<file path="config.mk">
export PLATFORM = sky130hd
export DESIGN_NAME = instr_prefetch_queue
export DESIGN_NICKNAME = d
export VERILOG_FILES = /design/src/rtl/instr_prefetch_queue.sv
export SDC_FILE = /design/constraint.sdc
export NUM_CORES = 1
export LEC_CHECK = 0
export ABC_CLOCK_PERIOD_IN_PS = 2400
export BUFFER_PORTS_ARGS = -buffer_cell sky130_fd_sc_hd__buf_4
export CAP_MARGIN = 20
export CELL_PAD_IN_SITES_DETAIL_PLACEMENT = 1
export CELL_PAD_IN_SITES_GLOBAL_PLACEMENT = 1
export CORE_MARGIN = 5
export CORE_UTILIZATION = 48
export DETAILED_ROUTE_END_ITERATION = 16
export PLACE_DENSITY_LB_ADDON = 0.1
export SLEW_MARGIN = 20
export SYNTH_ARGS = -nofsm -noshare
export SYNTH_HDL_FRONTEND = slang
export SYNTH_SLANG_ARGS = --single-unit
</file>
<file path="constraint.sdc">
create_clock -name clk -period 2.4 [get_ports clk]
set_clock_uncertainty 0.05 [all_clocks]
set_input_delay 0.36 -clock clk [delete_from_list [all_inputs] [get_ports clk]]
set_output_delay 0.36 -clock clk [all_outputs]
set_load 0.03 [all_outputs]
</file>
<file path="src/rtl/instr_prefetch_queue.sv">
// Prefetch FIFO between fetch and the decode pipeline register.
// Each entry holds {pc, instr}; the head is visible combinationally, and a flush discards every entry.
module instr_prefetch_queue #(
  parameter int DEPTH       = 4,
  parameter int PC_WIDTH    = 8,
  parameter int INSTR_WIDTH = 8
) (
  input  logic                       clk,
  input  logic                       n_rst,
  input  logic                       f_valid,
  input  logic [PC_WIDTH-1:0]        f_pc,
  input  logic [INSTR_WIDTH-1:0]     f_instr,
  output logic                       f_ready,
  output logic                       d_valid,
  output logic [PC_WIDTH-1:0]        d_pc,
  output logic [INSTR_WIDTH-1:0]     d_instr,
  input  logic                       d_ready,
  input  logic                       flush,
  output logic [$clog2(DEPTH+1)-1:0] count
);

  localparam int AW = $clog2(DEPTH);
  localparam int CW = $clog2(DEPTH+1);
  localparam logic [CW-1:0] FULL_COUNT = CW'(DEPTH);

  logic [PC_WIDTH-1:0]    pc_mem    [DEPTH];
  logic [INSTR_WIDTH-1:0] instr_mem [DEPTH];
  logic [AW-1:0]          rd_ptr;
  logic [AW-1:0]          wr_ptr;
  logic                   push;
  logic                   pop;

  // f_ready looks only at registered occupancy and flush, so a push is refused while
  // full even when decode pops in the same cycle.
  assign f_ready = (count < FULL_COUNT) & ~flush;
  assign d_valid = (count != '0);
  assign push    = f_valid & f_ready;
  assign pop     = d_valid & d_ready & ~flush;

  assign d_pc    = d_valid ? pc_mem[rd_ptr]    : '0;
  assign d_instr = d_valid ? instr_mem[rd_ptr] : '0;

  always_ff @(posedge clk or negedge n_rst) begin
    if (!n_rst) begin
      rd_ptr <= '0;
      wr_ptr <= '0;
      count  <= '0;
      for (int i = 0; i < DEPTH; i++) begin
        pc_mem[i]    <= '0;
        instr_mem[i] <= '0;
      end
    end else if (flush) begin
      // Storage is left as is; count==0 hides the stale contents.
      rd_ptr <= '0;
      wr_ptr <= '0;
      count  <= '0;
    end else begin
      if (push) begin
        pc_mem[wr_ptr]    <= f_pc;
        instr_mem[wr_ptr] <= f_instr;
        wr_ptr            <= wr_ptr + AW'(1);
      end
      if (pop) begin
        rd_ptr <= rd_ptr + AW'(1);
      end
      if (push && !pop) begin
        count <= count + CW'(1);
      end else if (pop && !push) begin
        count <= count - CW'(1);
      end
    end
  end

endmodule

</file>
==> impl_metrics.json <==
{
  "critical_path.cell_chain": "or3_1, buf_4, and2_1, buf_4",
  "worst-setup-path-type": "flop to output pin",
  "cts_num_sinks": 71,
  "post_route_cells_drive_above_1_share_pct": 51.1,
  "yosysWarningCount": 0,
  "route.vias.total": 2042,
  "reg2reg_depth": 6,
  "cts_made_buffers": 9,
  "mean_instance_size_in_the_synthesized_netlist_sq_um": 14.6,
  "post-route-min-period_ns": 2.20,
  "critical_path.startpoint_type": "flop",
  "start_util_pct": 48.4,
  "fp.dieH_um": 94.8,
  "nFillCells": 743,
  "ys_seq_elements": 71,
  "synthToLayoutAreaGrowth_pct": 15.3,
  "core_region_area_sq_um": 7140,
  "rsz0062_at_grt": "false",
  "detailedPlacementHpwl_mm": 4.51,
  "postCtsHoldBufs": 0,
  "dp_cells": 366,
  "slew_headroom_pct": 40.0,
  "clk_pin_slew_worst_paths_ns": 0.07,
  "asyncSetResetFlopFracSynth_pct": 100,
  "tritoncts": "done",
  "grt_antenna_before_repair": 0,
  "layoutNonFillerInstCount": 381,
  "holdCritPathClass": "input port to async pin",
  "slew_viol_final": 0,
  "detail_route.drc_violations": 0,
  "post-place-ws_ns": 0.283,
  "number_of_global_route_vias_before_repair": 2229,
  "maximum_number_of_pins_on_one_net_before_global_route_repair": 72,
  "r2r_start": "count[1]",
  "finalNetCount": 304,
  "overflow": 0,
  "worstPathArrival_ns": 1.79,
  "detailedRoute.firstIterationViolations": 91,
  "htreeDepth": 3,
  "ys_seq_area_share_pct": 51.4,
  "aggregate_routed_wire_length_mm": 6.92,
  "report.final.setup_viol": 0,
  "timing.critical_path.slowest_cell_delay_ns": 0.47,
  "dieArea_sq_um": 8990,
  "avgViaCountPerCell": 5.36,
  "max-clock-path-buffers": 2,
  "max_clock_freq_mhz": 454,
  "synth_nets": 262,
  "timing_hold_violations_final": 0,
  "timing.final.ws_setup_ns": 0.195,
  "global_route_total_usage_across_every_layer_pct": 17.4,
  "run_status": "finished clean",
  "endpoint_kind": "output pin",
  "tightest_slew_ns": 0.900,
  "ff2ff_setup_slack_ns": 0.29,
  "routed_wl_per_cell_um": 18.2,
  "placedInstanceArea_sq_um": 3820,
  "worstPathRequired_ns": 1.99,
  "synth.cell_area_sq_um": 3450,
  "slowest_stage": "sky130_fd_sc_hd__dfrtp_1",
  "timing.critical_path.fanout_max": 18,
  "leakage_nw": 1.80,
  "clk_latency_ns": 0.34,
  "insertedDiodeCount": 0,
  "worstReg2RegEnd": "count[1]",
  "ys_types": 29,
  "worst_path_most_repeated_cell": "sky130_fd_sc_hd__buf_4",
  "die_w_um": 94.8,
  "final_min_period_over_clock_period_pct": 91.9,
  "gp_congestion": 0.749,
  "synth-edff-count": 0,
  "rows": 31,
  "postLayoutCellArea_sq_um": 3980,
  "regArea_sq_um": 1780,
  "postSynth.topFlopCell": "sky130_fd_sc_hd__dfrtp_1",
  "first_drt_pass_iteration_count": 4,
  "root_buffer": "sky130_fd_sc_hd__clkbuf_8",
  "fin_tns_setup_ns": 0,
  "syn-instance-count": 236,
  "wire_length_of_the_first_global_routing_pass_mm": 11.7,
  "worst_ir_drop_vdd_uv": 372,
  "utilization_pct": 55.8,
  "port_buffers": 41,
  "multi_input_comb_area_sq_um": 1530,
  "final_antenna_net_count": 0,
  "power_density_nw_per_um2": 1200,
  "design.portCount": 42,
  "maxCapViolCount": 0
}
[registers in the layout, summed over array words and instances, names as in the netlist]
| signal | cells |
|---|---|
| instr_mem | 32 |
| pc_mem | 32 |
| count | 3 |
| wr_ptr | 2 |
| rd_ptr | 2 |
[worst max-delay path, delay by kind of cell (launching register included)]
kind / cells / cell delay (ns)
buffers and inverters: 2 / 0.39
DFF: 1 / 0.47
and+or+nand+nor: 2 / 0.60
[per-stage QoR]
step	power (mW)	hold slack, ns
final	4.76	0.0707
after global routing	5.08	0.155
after CTS	4.83	0.129
after detailed placement	4.00	0.443
after global placement	3.93	0.418
after floorplan	3.39	0.0144
[placed cells by master, fill, tap and decap left out, types with 3 or more instances in the layout]
| cell type | synthesis | final |
|---|---|---|
| sky130_fd_sc_hd__a21oi_1 | 4 | 4 |
| sky130_fd_sc_hd__and2_1 | 16 | 16 |
| sky130_fd_sc_hd__and3_1 | 4 | 4 |
| sky130_fd_sc_hd__buf_4 | 4 | 50 |
| sky130_fd_sc_hd__clkbuf_8 | 0 | 10 |
| sky130_fd_sc_hd__clkinv_2 | 0 | 3 |
| sky130_fd_sc_hd__dfrtp_1 | 71 | 70 |
| sky130_fd_sc_hd__ha_1 | 4 | 4 |
| sky130_fd_sc_hd__inv_1 | 4 | 4 |
| sky130_fd_sc_hd__mux2_2 | 53 | 53 |
| sky130_fd_sc_hd__mux2_4 | 10 | 10 |
| sky130_fd_sc_hd__mux4_2 | 16 | 16 |
| sky130_fd_sc_hd__nand2_1 | 3 | 3 |
| sky130_fd_sc_hd__nor2_1 | 10 | 10 |
| sky130_fd_sc_hd__o21ai_0 | 3 | 3 |
| sky130_fd_sc_hd__xor2_1 | 3 | 3 |
[where the power goes]
part	switching (mW)	internal [mW]	leakage (nW)
clock	0.432	0.393	0.0850
sequential	0.287	1.68	0.896
combinational	0.878	1.09	0.821
total	1.60	3.16	1.80
[kinds of logic after synthesis]
kind of cell / after synthesis / synth area share [%]
flip-flops: 71 / 51.4
AO/OA/AOI/OAI: 11 / 1.99
adder cells (fa/ha/maj): 5 / 2.03
buffers and inverters: 23 / 4.38
AND/OR/NAND/NOR: 41 / 6.52
XOR/XNOR: 5 / 1.27
multiplexers: 80 / 32.4
[worst max path at each step]
stage | startpoint | end | depth (start not counted)
after global routing | count[1] | d_instr[1] | 4
final | count[1] | d_instr[5] | 4
after CTS | rd_ptr[0] | d_instr[0] | 4
after global placement | count[1] | count[1] | 6
after detailed placement | count[1] | count[1] | 6
after floorplan | count[0] | count[1] | 8
[final cells by class]
| class | instances | area share [%] |
|---|---|---|
| clock buffer | 11 | 3.55 |
| multi-input combinational | 142 | 38.3 |
| tap | 99 | 3.11 |
| clock inverter | 4 | 0.566 |
| inverter | 4 | 0.377 |
| timing repair buffer | 50 | 9.43 |
| sequential | 71 | 44.6 |
[cells in the mapped netlist (3+ instances only)]
master,instances,area (sq um)
sky130_fd_sc_hd__mux2_2,53,597
sky130_fd_sc_hd__dfrtp_1,71,1780
sky130_fd_sc_hd__inv_1,4,15.0
sky130_fd_sc_hd__clkbuf_1,5,18.8
sky130_fd_sc_hd__nor2_1,10,37.5
sky130_fd_sc_hd__buf_6,6,67.6
sky130_fd_sc_hd__buf_2,4,20.0
sky130_fd_sc_hd__mux2_4,10,150
sky130_fd_sc_hd__xor2_1,3,26.3
sky130_fd_sc_hd__a21oi_1,4,20.0
sky130_fd_sc_hd__buf_4,4,30.0
sky130_fd_sc_hd__ha_1,4,50.1
sky130_fd_sc_hd__nand2_1,3,11.3
sky130_fd_sc_hd__mux4_2,16,360
sky130_fd_sc_hd__and3_1,4,25.0
sky130_fd_sc_hd__o21ai_0,3,15.0
sky130_fd_sc_hd__and2_1,16,100
[timing repair]
item,in CTS,in global routing
gates resized for setup,1,0
setup endpoints to repair,9,0
buffers inserted,0,0
[layer usage]
metal	track usage [%]	part of all wire, %	vias up	wire length, um
met5	0	0	-	0
met4	5.41	0.66	0	46
met3	4.30	3.9	6	270
met2	26.9	48	32	3330
met1	24.2	47	1076	3280
li1	-	-	928	-
Note: power is estimated with default switching activity, not from simulation.
